<file path="src/rtl/full_adder_pkg.sv">
// full_adder_pkg: shared constants and result type for the registered ripple-carry adder
package full_adder_pkg;
  localparam int FA_DEFAULT_WIDTH = 8;
  localparam int FA_MAX_WIDTH = 64;
  typedef struct packed {
    logic carry;
    logic [FA_MAX_WIDTH-1:0] sum;
  } fa_result_t;
endpackage

</file>
<file path="src/rtl/full_adder_bit.sv">
// full_adder_bit: combinational 1-bit full-adder cell
// Ports: a, b, cin operand and carry-in bits; s sum bit; cout carry-out bit.
module full_adder_bit (
  input  logic a,
  input  logic b,
  input  logic cin,
  output logic s,
  output logic cout
);
  assign s = a ^ b ^ cin;
  assign cout = (a & b) | (a & cin) | (b & cin);
endmodule

</file>
<file path="src/rtl/full_adder_core.sv">
// full_adder_core: registered WIDTH-bit ripple-carry adder, {out_carry,out_sum} = in_bit1 + in_bit2 + in_carry
// Ports: in_clk clock; in_rst sync active-high reset; in_valid/in_bit1/in_bit2/in_carry operands;
//        out_valid/out_sum/out_carry registered result one cycle after a valid input.
// Optional: FULL_ADDER_OVF_EN adds out_overflow, the registered two's-complement overflow flag.
module full_adder_core
  import full_adder_pkg::*;
#(
  parameter int WIDTH = FA_DEFAULT_WIDTH
) (
  input  logic             in_clk,
  input  logic             in_rst,
  input  logic             in_valid,
  input  logic [WIDTH-1:0] in_bit1,
  input  logic [WIDTH-1:0] in_bit2,
  input  logic             in_carry,
  output logic             out_valid,
  output logic [WIDTH-1:0] out_sum,
  output logic             out_carry
`ifdef FULL_ADDER_OVF_EN
  ,
  output logic             out_overflow
`endif
);
  logic [WIDTH:0] c;
  logic [WIDTH-1:0] s;
  assign c[0] = in_carry;
  for (genvar i = 0; i < WIDTH; i++) begin : g_bit
    full_adder_bit u_bit (
      .a(in_bit1[i]),
      .b(in_bit2[i]),
      .cin(c[i]),
      .s(s[i]),
      .cout(c[i+1])
    );
  end
  logic valid_d, valid_q, carry_d, carry_q;
  logic [WIDTH-1:0] sum_d, sum_q;
  // Holding through the mux keeps operand X out of the registers when not valid.
  always_comb begin
    valid_d = in_valid;
    sum_d = in_valid ? s : sum_q;
    carry_d = in_valid ? c[WIDTH] : carry_q;
  end
  always_ff @(posedge in_clk) begin
    if (in_rst) begin
      valid_q <= 1'b0;
      sum_q <= '0;
      carry_q <= 1'b0;
    end else begin
      valid_q <= valid_d;
      sum_q <= sum_d;
      carry_q <= carry_d;
    end
  end
  assign out_valid = valid_q;
  assign out_sum = sum_q;
  assign out_carry = carry_q;
`ifdef FULL_ADDER_OVF_EN
  logic ovf_d, ovf_q;
  // For WIDTH=1, c[WIDTH-1] is c[0], i.e. in_carry.
  always_comb begin
    ovf_d = in_valid ? (c[WIDTH] ^ c[WIDTH-1]) : ovf_q;
  end
  always_ff @(posedge in_clk) begin
    if (in_rst) ovf_q <= 1'b0;
    else ovf_q <= ovf_d;
  end
  assign out_overflow = ovf_q;
`endif
endmodule

</file>
<file path="config.mk">
export PLATFORM = sky130hd
export DESIGN_NAME = full_adder_core
export DESIGN_NICKNAME = d
export VERILOG_FILES = /design/src/rtl/full_adder_pkg.sv /design/src/rtl/full_adder_bit.sv /design/src/rtl/full_adder_core.sv
export SDC_FILE = /design/constraint.sdc
export NUM_CORES = 1
export LEC_CHECK = 0
export ABC_CLOCK_PERIOD_IN_PS = 4400
export CAP_MARGIN = 15
export CORE_MARGIN = 4
export CORE_UTILIZATION = 36
export DETAILED_ROUTE_END_ITERATION = 10
export PLACE_DENSITY_LB_ADDON = 0.1
export SLEW_MARGIN = 40
export SYNTH_ARGS = -nofsm -noshare
export SYNTH_HDL_FRONTEND = slang
export SYNTH_SLANG_ARGS = --single-unit
</file>
<file path="constraint.sdc">
create_clock -name in_clk -period 4.4 [get_ports in_clk]
set_input_delay 0.66 -clock in_clk [delete_from_list [all_inputs] [get_ports in_clk]]
set_output_delay 0.66 -clock in_clk [all_outputs]
set_load 0.01 [all_outputs]
</file>
-- After elaboration in Yosys (flattened, before gate mapping)
Index checks and enable logic that the tools add are counted.
- bits in registers: 10
- input bits: 20
- output and inout port bits: 10
- word-level logic and storage cells: 59
- bitwise logic cells: 56
- operator list (operator ; number):
    $and 1x1->1 ; 24
    $or 1x1->1 ; 16
    $xor 1x1->1 ; 16

-- Depth between registers and ports, before layout
Gate-level depths: netlist of run 1.
- depth in word-level cells: 24
- gate-level depth with buffers: 12
- mapped depth without buffers: 12

-- Cells and area by module
Synthesis of run 1 repeated with hierarchy kept, for this count alone.
- cells, all modules: 39
- area, all modules: 506.7 sq um
- modules (own cells, without submodules) (module ; times used ; cells an instance ; area each (sq um) ; sequential area each (sq um)):
    full_adder_core ; 1 ; 31 ; 346.6 ; 200.2
    full_adder_bit ; 8 ; 1 ; 20.0 ; 0.0

-- Least setup slack after synthesis of run 1
OpenSTA, ideal clock, no wires.
- path type: input port to flip-flop
- from: in in_bit1[0]
- to: reg sum_q[7] (netlist: out_sum[7])
- setup time: 0.086 ns
- arrival: 3.828 ns
- data required time: 4.314 ns
- path slack: 0.487 ns
- stages on the path: 12
- buffers on the path: 0
- cell sequence: inv_1 > fa_1 > inv_1 > fa_1 > fa_1 > fa_1 > fa_1 > fa_1 > fa_1 > inv_1 > fa_1 > a211oi_1
- word-level cells in the longest chain between the ends: 22
- elaborated cells between the ends (all ways): 29
- classes of those cells: 29 x bitwise
- ends and longest elaborated chain (item ; line ; source):
    start, declared ; full_adder_core.sv:13 ; input logic [WIDTH-1:0] in_bit1,
    $and 1x1->1 ; full_adder_bit.sv:11 ; assign cout = (a & b) | (a & cin) | (b & cin);
    $or 1x1->1 (*) (2 in a row) ; full_adder_bit.sv:11 ;
    $and 1x1->1 ; full_adder_bit.sv:11 ;
    $or 1x1->1 ; full_adder_bit.sv:11 ;
    $or 1x1->1 (*) ; full_adder_bit.sv:11 ;
    $and 1x1->1 ; full_adder_bit.sv:11 ;
    $or 1x1->1 ; full_adder_bit.sv:11 ;
    $or 1x1->1 (*) ; full_adder_bit.sv:11 ;
    [5 not listed] ; n/a ;
    $or 1x1->1 (*) ; full_adder_bit.sv:11 ;
    $and 1x1->1 ; full_adder_bit.sv:11 ;
    $or 1x1->1 ; full_adder_bit.sv:11 ;
    $or 1x1->1 (*) ; full_adder_bit.sv:11 ;
    $and 1x1->1 ; full_adder_bit.sv:11 ;
    $or 1x1->1 ; full_adder_bit.sv:11 ;
    $or 1x1->1 (*) ; full_adder_bit.sv:11 ;
    $xor 1x1->1 (*) ; full_adder_bit.sv:10 ; assign s = a ^ b ^ cin;
    end signal, assigned ; full_adder_core.sv:51 ; sum_q <= sum_d;
    end, declared ; full_adder_core.sv:37 ; logic [WIDTH-1:0] sum_d, sum_q;
Every way passes the cells marked *; elsewhere a longest branch is shown, timed or not.
A chain may end at the register's enable or synchronous reset.

-- Final worst setup path of run 1
Same ends and word-level chain as after synthesis.

==> results of run 1 <==
==> state kept, by name (all words and copies together) (netlist names) <==
name       count
out_sum        8
out_valid      1
out_carry      1
==> path summary, 6_finish.rpt <==
kind | from | endpoint | slack, ns | cells past startpoint
min | out_sum[6]$_SDFFE_PP0P_ | out_sum[6]$_SDFFE_PP0P_ | 0.50 | 2
min reg2reg | out_sum[6]$_SDFFE_PP0P_ | out_sum[6]$_SDFFE_PP0P_ | 0.50 | 2
max reg2reg | out_sum[7]$_SDFFE_PP0P_ | out_sum[7]$_SDFFE_PP0P_ | 3.73 | 2
max | in_bit1[0] | out_sum[7]$_SDFFE_PP0P_ | 0.27 | 13
==> placed cells by master, fill, tap and decap left out <==
cell type,count
clkdlybuf4s50_1,29
clkbuf_4,3
a211oi_1,2
mux2i_1,6
nor2_1,9
clkbuf_8,1
a211oi_2,1
inv_1,7
dfxtp_1,10
fa_1,8
nor2b_1,1
==> per-layer routing <==
layer / vias to the layer above / track usage [%]
met5: - / 0
met4: 0 / 8.52
met3: 4 / 3.52
met2: 23 / 14.8
met1: 177 / 13.7
li1: 203 / -
==> worst max-delay path: stages <==
cell,delay (ns)
clkdlybuf4s50_1,0.39
inv_1,0.08
fa_1,0.16
inv_1,0.05
fa_1,0.37
fa_1,0.39
fa_1,0.39
fa_1,0.39
fa_1,0.39
fa_1,0.36
inv_1,0.07
fa_1,0.40
a211oi_1,0.22
==> layout make-up <==
| class | instances | area [um^2] |
|---|---|---|
| tap | 15 | 18.8 |
| timing repair buffer | 29 | 290 |
| inverter | 7 | 26.3 |
| sequential | 10 | 200 |
| fill | 125 | 490 |
| multi-input combinational | 27 | 288 |
| clock buffer | 4 | 36.3 |
==> per-stage QoR <==
stage                     total power [mW]  util (%)  setup WS (ns)  hold slack, ns
after CTS                            0.265      63.7          0.244           0.498
final                                0.261      63.7          0.266           0.497
after global routing                 0.277      63.7          0.128           0.538
after detailed placement             0.180      61.0        -0.0578           0.485
after floorplan                      0.138         -          0.487           0.505
after global placement               0.180      61.0        -0.0279           0.472
==> power groups by stage <==
stage | Sequential (mW) | Clock [mW] | Combinational, mW
floorplan | 0.110 | 0 | 0.0281
global placement | 0.106 | 0 | 0.0741
detailed placement | 0.106 | 0 | 0.0742
CTS | 0.104 | 0.0869 | 0.0746
global route | 0.105 | 0.0911 | 0.0813
finish | 0.104 | 0.0841 | 0.0729
==> cell usage after synthesis <==
cell      count
inv_1         7
nor2b_1       1
mux2i_1       6
buf_6         1
clkbuf_1      1
a211oi_2      1
nor2_1        9
dfxtp_1      10
fa_1          8
a211oi_1      2
==> cell families (layout without fill, tap and decap cells) <==
kind of cell / count (synthesis) / in the layout / synth area share, %
flip-flops: 10 / 10 / 37.8
multiplexers: 6 / 6 / 11.3
AND/OR/NAND/NOR: 10 / 10 / 7.57
buffers and inverters: 9 / 40 / 7.80
adder cells (fa/ha/maj): 8 / 8 / 30.3
AO/OA/AOI/OAI: 3 / 3 / 5.20
==> summary.md, run 1 <==
| Metric | Value |
|---|---|
| Status | complete, no violations |
| Clk_skew | 0 ns |
| DRT iter0 DRCs | 1 |
| Cell taking the most area after synthesis | dfxtp_1 |
| H-tree levels | 1 |
| Vias | roughly 400 |
| Register area share after synthesis | 37.8% |
| Top Ports | 30 |
| Cell Pwr Density | 304 nW/um^2 |
| Power Internal | 195 uW |
| Worst EP arrival | 4.32 ns |
| Max clock buf depth | 2 |
| CTS Root Cell | clkbuf_4 |
| Worst min-delay path class | reg -> reg |
| Post-CTS Setup Bufs | 0 |
| Routability cong. | 0.673 |
| Antenna viol nets, final | 0 |
| Max VDD drop | approximately 190 uV |
| Clock power frac | around 32% |
| Final WL | roughly 1 mm |
| Final Hold Fails | 0 |
| Top cell type's share of synthesized area | 37.8% |
| FP Rows | 13 |
| Hold buffers post-CTS | 0 |
| Initial Util | 39.2% |
| Post-Syn Instances | 46 |
| Finished Layout Cells | 92 |
| Synth cell types | 10 |
| Period minus WS final | 4.13 ns |
| Layout area overhead | 62.4% |
| Vias in the first global route | 372 |
| Nets | 106 |
| CP Max Fanout | 1 |
| Synth top area cells | dfxtp_1 (38%), fa_1 (30%), mux2i_1 (11%) |
| Global-route wire length before repair | between 1.5 and 2 mm |
| # setup viols final | 0 |
| Max-slew violation count | 0 |
| Lkg Pwr | 0.368 nW |
| Clock Sinks | 10 |
| Switching Fraction | 25.4% |
| Critical setup path kind | in -> reg |
| Average wire per standard cell | 11.1 um |
| Max layer used | met4 |
| Die height | 46.3 um |
| Dpl cell area | roughly 820 um^2 |
| Placeable core area | 1350 um^2 |
| Cell Area, Synth | approximately 530 um^2 |
| Sequential share of power | 39.8% |
| Setup TNS | 0 ns |
| Total Routing Usage GR | 10.8% |
| Reg clk slew, reported paths | around 0.07 ns |
| DRT met1 WL | approximately 460 um |
| Area of the die | around 2100 um^2 |
| Setup crit end kind | register |
| Met2 WL | between 400 and 500 um |
| DR DRC count | 0 |
| Period utilization | 93.9% |
| TritonRoute pass-1 iters | 2 |
| Warnings from Yosys | 0 |
| Non-Filler Cell Area, Final | 860 um^2 |
| Data required, critical path | roughly 4.6 ns |
| Port Buffers | 29 |
| Share of layout cells above drive strength 1 | 6.49% |
| Fmax | 242 MHz |
| Largest net degree at the start of global routing | 14 |
| Startpoint Class | input pin |
| Die Width | around 46 um |
| Sw Pwr | 66.3 uW |
| Syn_area_per_cell | about 12 um^2 |
| Post-CTS sizing | 0 |
| Synth Net Count | 74 |
| Routed vias/inst | roughly 4.4 |
| CTS buffer count | 3 |
| Seq cells post-synth | 10 |
| Dpl cells | a little under 90 |
| # diodes | 0 |
| Worst-Skew Late Latency | approximately 0.27 ns |
| Overflow after GRT | 0 |
| Initial antenna violation count | 0 |
| WL met3 | 124 um |
| Slew headroom | 60.6% |
| Slew @ Worst Pin | 0.590 ns |
| RSZ-0062 raised after global routing | false |
| Combinational share of power | 27.9% |
| CTS tree | yes |
| Number of max-cap violations | 0 |
| Hpwl dp | 847 um |
Note: power is estimated with default switching activity, not from simulation.
==> run 2, diff against run 1 <==
Settings changed: CTS_CLUSTER_SIZE set to 8.
==> results of run 2 <==
Same layout as run 1: the final DEF is identical, and so are final timing and power.
==> run 3, diff against run 2 <==
Settings changed: HOLD_SLACK_MARGIN set to 0.05.
==> results of run 3 <==
Same layout as run 1: the final DEF is identical, and so are final timing and power.
